## src/rtl/music_pkg.sv

```systemverilog
// Shared types for the melody/alert player: note entry, 100 kHz pitch dividers,
// the default pattern table and the player FSM states.
package music_pkg;

  localparam int ENTRY_DIV_W    = 10;
  localparam int ENTRY_DUR_W    = 10;
  localparam int TABLE_NOTES    = 8;
  localparam int TABLE_PATTERNS = 4;

  typedef struct packed {
    logic [ENTRY_DIV_W-1:0] div;
    logic [ENTRY_DUR_W-1:0] dur;
  } note_t;

  typedef note_t    [TABLE_NOTES-1:0]    pattern_t;
  typedef pattern_t [TABLE_PATTERNS-1:0] table_t;

  typedef enum logic [1:0] {
    ST_IDLE,
    ST_LOAD,
    ST_PLAY,
    ST_GAP
  } state_t;

  // Half-period dividers for a 100 kHz clock: div = round(100000 / (2 * f)).
  localparam int DIV_REST = 0;
  localparam int DIV_A4   = 114;
  localparam int DIV_C5   = 96;
  localparam int DIV_E5   = 76;
  localparam int DIV_G5   = 64;
  localparam int DIV_A5   = 57;
  localparam int DIV_C6   = 48;

  function automatic note_t mk_note(input int div, input int dur);
    note_t n;
    n.div = ENTRY_DIV_W'(div);
    n.dur = ENTRY_DUR_W'(dur);
    return n;
  endfunction

  // Unwritten entries stay zero, i.e. terminators. Durations are in 1 ms ticks.
  function automatic table_t build_table();
    table_t t;
    t = '0;
    // 0: "all full" rising arpeggio
    t[0][0] = mk_note(DIV_C5, 120);
    t[0][1] = mk_note(DIV_E5, 120);
    t[0][2] = mk_note(DIV_G5, 120);
    t[0][3] = mk_note(DIV_C6, 300);
    // 1: "fault" triple beep with a low tail
    t[1][0] = mk_note(DIV_A5, 200);
    t[1][1] = mk_note(DIV_REST, 100);
    t[1][2] = mk_note(DIV_A5, 200);
    t[1][3] = mk_note(DIV_REST, 100);
    t[1][4] = mk_note(DIV_A5, 200);
    t[1][5] = mk_note(DIV_A4, 400);
    // 2: short acknowledge beep
    t[2][0] = mk_note(DIV_G5, 80);
    // 3: eight-note warning, no terminator
    t[3][0] = mk_note(DIV_E5, 150);
    t[3][1] = mk_note(DIV_C5, 150);
    t[3][2] = mk_note(DIV_E5, 150);
    t[3][3] = mk_note(DIV_C5, 150);
    t[3][4] = mk_note(DIV_A4, 150);
    t[3][5] = mk_note(DIV_A4, 150);
    t[3][6] = mk_note(DIV_A4, 150);
    t[3][7] = mk_note(DIV_A4, 300);
    return t;
  endfunction

  localparam table_t PATTERN_TABLE = build_table();

endpackage

```

## src/rtl/tone_gen.sv

```systemverilog
// Square-wave pitch generator: toggles its output every div enabled cycles.
// The output is forced low when disabled or when div is zero (a rest).
module tone_gen
  import music_pkg::*;
#(
  parameter int DIV_W = 10
) (
  input  logic             clk,
  input  logic             rst_n,
  input  logic             en,
  input  logic             clr,
  input  logic [DIV_W-1:0] div,
  output logic             wave
);

  logic [DIV_W-1:0] cnt_q, cnt_d;
  logic             wave_q, wave_d;

  always_ff @(posedge clk or negedge rst_n) begin
    if (!rst_n) begin
      cnt_q  <= '0;
      wave_q <= 1'b0;
    end else begin
      cnt_q  <= cnt_d;
      wave_q <= wave_d;
    end
  end

  always_comb begin
    cnt_d  = cnt_q;
    wave_d = wave_q;
    if (clr) begin
      cnt_d  = '0;
      wave_d = 1'b0;
    end else if (en && (div != '0)) begin
      if (cnt_q == div - DIV_W'(1)) begin
        cnt_d  = '0;
        wave_d = ~wave_q;
      end else begin
        cnt_d = cnt_q + DIV_W'(1);
      end
    end
  end

  assign wave = wave_q & en & (div != '0);

endmodule

```

## src/rtl/music_player.sv

```systemverilog
// Pattern player: steps through a table of {div, dur} notes with a silent gap after each.
// Define MUSIC_REPEAT_EN to loop the pattern until stop instead of ending with done.
module music_player
  import music_pkg::*;
#(
  parameter int     CLK_HZ    = 100000,
  parameter int     DIV_W     = 10,
  parameter int     DUR_W     = 10,
  parameter int     NOTES     = 8,
  parameter int     PATTERNS  = 4,
  parameter int     TICK_CYC  = 100,
  parameter int     GAP_TICKS = 10,
  parameter table_t TABLE     = PATTERN_TABLE,
  localparam int    SEL_W     = (PATTERNS > 1) ? $clog2(PATTERNS) : 1,
  localparam int    IDX_W     = (NOTES > 1) ? $clog2(NOTES) : 1
) (
  input  logic             CLK,
  input  logic             RST_N,
  input  logic             start,
  input  logic [SEL_W-1:0] sel,
  input  logic             stop,
  output logic             busy,
  output logic             done,
  output logic [IDX_W-1:0] note_idx,
  output logic             Music
);

  localparam int               PRE_W    = (TICK_CYC > 1) ? $clog2(TICK_CYC) : 1;
  localparam logic [PRE_W-1:0] PRE_LAST = PRE_W'(TICK_CYC - 1);
  localparam logic [DUR_W-1:0] GAP_LAST = DUR_W'(GAP_TICKS - 1);
  localparam logic [IDX_W-1:0] IDX_LAST = IDX_W'(NOTES - 1);

  // The table's dividers are only meaningful at the clock rate they were computed for.
  if (CLK_HZ <= 0) begin : g_clk_hz_unset
  end

  state_t           state_q, state_d;
  logic [SEL_W-1:0] sel_q, sel_d;
  logic [IDX_W-1:0] idx_q, idx_d;
  logic [PRE_W-1:0] pre_q, pre_d;
  logic [DUR_W-1:0] dcnt_q, dcnt_d;
  logic [DIV_W-1:0] div_q, div_d;
  logic [DUR_W-1:0] dur_q, dur_d;
  logic             done_q, done_d;

  note_t            entry;
  logic [DUR_W-1:0] entry_dur;
  logic             tick, note_over, gap_over, last_idx;
  logic             pattern_end, advance, restart;
  logic             tone_en, tone_clr, wave;

  assign entry     = TABLE[sel_q][idx_q];
  assign entry_dur = DUR_W'(entry.dur);
  assign tick      = (pre_q == PRE_LAST);
  assign note_over = (state_q == ST_PLAY) && tick && (dcnt_q == dur_q - DUR_W'(1));
  assign gap_over  = (state_q == ST_GAP) && tick && (dcnt_q == GAP_LAST);
  assign last_idx  = (idx_q == IDX_LAST);

  always_ff @(posedge CLK or negedge RST_N) begin
    if (!RST_N) begin
      state_q <= ST_IDLE;
    end else begin
      state_q <= state_d;
    end
  end

  always_comb begin
    state_d     = state_q;
    pattern_end = 1'b0;
    advance     = 1'b0;
    restart     = 1'b0;
    unique case (state_q)
      ST_IDLE: begin
        if (start && !stop) state_d = ST_LOAD;
      end
      ST_LOAD: begin
        if (stop) begin
          state_d = ST_IDLE;
        end else if (entry_dur == '0) begin
`ifdef MUSIC_REPEAT_EN
          // A terminator at entry 0 would loop on LOAD forever, so it still ends.
          if (idx_q == '0) begin
            state_d     = ST_IDLE;
            pattern_end = 1'b1;
          end else begin
            state_d = ST_LOAD;
            restart = 1'b1;
          end
`else
          state_d     = ST_IDLE;
          pattern_end = 1'b1;
`endif
        end else begin
          state_d = ST_PLAY;
        end
      end
      ST_PLAY: begin
        if (stop) state_d = ST_IDLE;
        else if (note_over) state_d = ST_GAP;
      end
      ST_GAP: begin
        if (stop) begin
          state_d = ST_IDLE;
        end else if (gap_over) begin
          if (last_idx) begin
`ifdef MUSIC_REPEAT_EN
            state_d = ST_LOAD;
            restart = 1'b1;
`else
            state_d     = ST_IDLE;
            pattern_end = 1'b1;
`endif
          end else begin
            state_d = ST_LOAD;
            advance = 1'b1;
          end
        end
      end
    endcase
  end

  always_ff @(posedge CLK or negedge RST_N) begin
    if (!RST_N) begin
      sel_q  <= '0;
      idx_q  <= '0;
      pre_q  <= '0;
      dcnt_q <= '0;
      div_q  <= '0;
      dur_q  <= '0;
      done_q <= 1'b0;
    end else begin
      sel_q  <= sel_d;
      idx_q  <= idx_d;
      pre_q  <= pre_d;
      dcnt_q <= dcnt_d;
      div_q  <= div_d;
      dur_q  <= dur_d;
      done_q <= done_d;
    end
  end

  // The duration counter times the note in PLAY and is reused for the gap in GAP.
  always_comb begin
    sel_d  = sel_q;
    idx_d  = idx_q;
    pre_d  = pre_q;
    dcnt_d = dcnt_q;
    div_d  = div_q;
    dur_d  = dur_q;
    done_d = pattern_end;
    unique case (state_q)
      ST_IDLE: begin
        if (state_d == ST_LOAD) sel_d = sel;
      end
      ST_LOAD: begin
        pre_d  = '0;
        dcnt_d = '0;
        div_d  = DIV_W'(entry.div);
        dur_d  = entry_dur;
      end
      ST_PLAY, ST_GAP: begin
        pre_d = tick ? '0 : pre_q + PRE_W'(1);
        if (tick) dcnt_d = note_over ? '0 : dcnt_q + DUR_W'(1);
      end
    endcase
    if (advance) idx_d = idx_q + IDX_W'(1);
    if (restart || (state_d == ST_IDLE)) idx_d = '0;
  end

  always_comb begin
    busy     = (state_q != ST_IDLE);
    tone_en  = (state_q == ST_PLAY);
    tone_clr = (state_q == ST_LOAD);
    done     = done_q;
    note_idx = idx_q;
    Music    = wave;
  end

  tone_gen #(
    .DIV_W(DIV_W)
  ) u_tone (
    .clk  (CLK),
    .rst_n(RST_N),
    .en   (tone_en),
    .clr  (tone_clr),
    .div  (div_q),
    .wave (wave)
  );

endmodule

```

## config.mk

```make
export PLATFORM = sky130hd
export DESIGN_NAME = music_player
export DESIGN_NICKNAME = d
export VERILOG_FILES = /design/src/rtl/music_pkg.sv /design/src/rtl/tone_gen.sv /design/src/rtl/music_player.sv
export SDC_FILE = /design/constraint.sdc
export NUM_CORES = 1
export LEC_CHECK = 0
export BUFFER_PORTS_ARGS = -buffer_cell sky130_fd_sc_hd__clkbuf_2
export CAP_MARGIN = 10
export CELL_PAD_IN_SITES_DETAIL_PLACEMENT = 1
export CELL_PAD_IN_SITES_GLOBAL_PLACEMENT = 2
export CORE_MARGIN = 5
export CORE_UTILIZATION = 39
export CTS_CLUSTER_SIZE = 20
export DETAILED_ROUTE_END_ITERATION = 7
export HOLD_SLACK_MARGIN = 0.06
export PLACE_DENSITY_LB_ADDON = 0.1
export SYNTH_ARGS = -nofsm -noshare
export SYNTH_HDL_FRONTEND = slang
export SYNTH_SLANG_ARGS = --single-unit
```

## constraint.sdc

```tcl
create_clock -name CLK -period 2.8 [get_ports CLK]
set_clock_uncertainty 0.05 [all_clocks]
set_input_delay 0.42 -clock CLK [delete_from_list [all_inputs] [get_ports CLK]]
set_output_delay 0.42 -clock CLK [all_outputs]
set_load 0.02 [all_outputs]
```

==> results.md <==
- Worst path max stage delay: 470 ps
- Tcrit/Tclk final: 0.948
- Crit path launch: dur_q[1]$_DFFE_PN0P_
- Min Tclk post-route: between 2000 and 3000 ps
- Via density per instance: around 5.7
- Max Fclk: between 0.3 and 0.4 GHz
- CTS Root Cell: clkbuf_8
- FF+latch count, synth: between 50 and 60
- Crit path kind: reg2reg
- H-tree levels: 2
- Via count: between 3000 and 4000
- Initial antenna violation count: 0
- Finish-stage setup viols: 0
- Area share of the largest cell type after synthesis: 0.358
- Syn nets: roughly 430
- Critical path data required time: ~3000 ps
- Mapped cell area: between 3000 and 4000 µm²
- Wire length per cell: between 15 and 20 µm
- Max-Slew Margin vs Limit: 0.502
- DIE AREA: around 11000 µm²
- Skew-Pair Late Insertion Delay: a little over 300 ps
- Fin util: 0.446
- CP bufs+invs: 1
- Worst slew pin tran: between 700 and 800 ps
- CP max stage cell: or4b_1
- Total power: 2.18 mW
- Ant diodes: 0
- CP cell instances: inv_1, ha_1, or3b_1, o22ai_2, nor3_2, o2111ai_4, or4b_1, mux2i_1
- Top_reg_cell synth: dfrtp_1
- Gr ovfl total: 0
- Pwr Density: between 500 and 600 nW/µm²
- FP Rows: 34
- Most frequent cells in the layout: dfrtp_1, nand2_1, nor2_1, o21ai_0, buf_4
- Leak: around 1.7 nW
- Core ar.: between 8000 and 9000 µm²
- Critical path capture point type: flop
- Placer Congestion: between 0.8 and 0.9
- VDD IR max: around 0.00026 V
- 1st-iter DRT viols: 91
- Final Hold Fails: 0
- # DRC: 0
- Longest Clk Path Bufs: 2
- Starting Density: 0.405
- Max-slew violation count: 0
- Commonest non-fill, non-tap cell in the layout: dfrtp_1
- Synth async-reset ratio: 1.00
- Pre-CTS WS: about 130 ps
- CTS clk-pin slew, worst paths: about 110 ps
- EDFF count, synth: 0
- Fraction of layout cells with a size suffix above 1: 0.140
- Chip width: around 110 µm
- CTS Buf Count: 5
- Worst R2R Start: dur_q[1]$_DFFE_PN0P_
- Routed WL: approximately 9.6 mm
- Antenna viol nets, final: 0
- CTS tree: yes
- Outcome: completed
- Clock sink count: a little over 50
- Yosys cell types: 67
- Worst endpoint data arrival time: 2850 ps
- Top cells by area, synth: dfrtp_1, nand2_1, ha_1, xor2_1, o21ai_0
- Synthesized area per cell: ~8.7 µm²
- Number of buffers added on ports: 11
- Die Y: about 110 µm
- First drt pass iteration count: 4
- Max-cap viol count: 0
- Vias in the first global route: 3260
- Nets: between 400 and 500
- Pin count of the biggest net entering global routing: 29
- Gate Count Post-Synth: 411
- Synth warn: 0
- Final WS setup: roughly 150 ps
- Critical path's top delay family: simple AND/OR/NAND/NOR gates
- Top Ports: 12
- Sequential share of the synthesized area: 0.358
- First-pass GRT wire length: 16.6 mm
- Cell accounting for the most synthesized area: dfrtp_1
- Critical Path Source Type: flop
- Hold Path Class: in2async
- Crit path max fanout: 12
- Tot GR Track Use: 0.182
- Layout area overhead: 10.1%
- Dpl hpwl: roughly 7.3 mm
## power breakdown
part	leakage (nW)	internal, mW	switching [mW]
clock network	0.0581	0.267	0.267
registers	0.679	0.828	0.160
logic	0.934	0.288	0.374
## per-layer routing
metal | wire [µm] | vias to the layer above | track usage
met4 | 57 | 0 | 0.0315
met3 | 263 | 5 | 0.0251
met2 | 4620 | 30 | 0.307
met1 | 4710 | 1514 | 0.252
li1 | - | 1516 | -
met5 | 0 | - | 0
## cell type report
type | count | area [µm²]
clock buffers | 5 | 68.8
clock inverters | 3 | 43.8
fillers | 1067 | 4880
inverters | 16 | 60.1
multi-input cells | 321 | 2120
flip-flops and latches | 51 | 1280
well taps | 108 | 135
repair buffers | 34 | 228
## registers in the layout, indices dropped and copies added, names as in the netlist
| signal | flops |
|---|---|
| dcnt_q | 10 |
| u_tone.cnt_q | 10 |
| done | 1 |
| note_idx | 3 |
| state_q | 2 |
| div_q | 7 |
| u_tone.wave_q | 1 |
| pre_q | 7 |
| dur_q | 8 |
| sel_q | 2 |
## cell families (layout without fill, tap and decap cells)
group / count (synthesis) / in the layout / share of synthesized area
flip-flops: 51 / 51 / 0.358
buffers and inverters: 39 / 58 / 0.0488
multiplexers: 6 / 6 / 0.0168
AND/OR/NAND/NOR: 175 / 175 / 0.273
XOR/XNOR: 26 / 26 / 0.0638
adder cells (fa/ha/maj): 14 / 14 / 0.0491
AO/OA/AOI/OAI: 100 / 100 / 0.191
## synth_stat cells, drive strengths merged, types with 3 or more instances
cell type / instances
nand2b: 9
buf: 10
inv: 15
o211ai: 8
or2: 3
nand3b: 4
and3: 9
a21oi: 22
nor4: 6
xnor2: 9
o21ai: 28
a31oi: 9
nor2: 29
a22o: 3
and2: 3
xor2: 17
nand4: 7
o31ai: 5
nand3: 23
dfrtp: 51
nand2: 49
or3: 3
mux2i: 6
nor2b: 4
clkbuf: 13
ha: 14
nor3: 13
o22ai: 3
## final timing paths
kind | end | slack, ps | depth (start not counted)
min reg2reg | pre_q[5]$_DFFE_PN0N_ | 490 | 1
min in group CLK | sel_q[1]$_DFFE_PN0P_ | 270 | 3
max | dcnt_q[3]$_DFFE_PN0P_ | 150 | 8
max reg2reg | dcnt_q[3]$_DFFE_PN0P_ | 150 | 8
min | pre_q[6]$_DFFE_PN0N_ | 100 | 1
max in group asynchronous | sel_q[0]$_DFFE_PN0P_ | 1930 | 2
## timing repair
item / in CTS / in global routing
buffers inserted: 0 / 4
endpoints found under the setup margin: 0 / 2
hold buffers: 0 / 0
gates resized for setup: 0 / 0
## metrics by stage
stage / hold slack (ps) / area (µm²) / std cells / TNS (ps)
floorplan: 74.4 / 3570 / 411 / 0
global placement: 455 / 3790 / 526 / 0
detailed placement: 467 / 3790 / 526 / 0
CTS: 130 / 3900 / 534 / 0
global route: 162 / 3930 / 538 / -26.9
finish: 101 / 3930 / 538 / 0
Power figures use the tool's default switching activity.
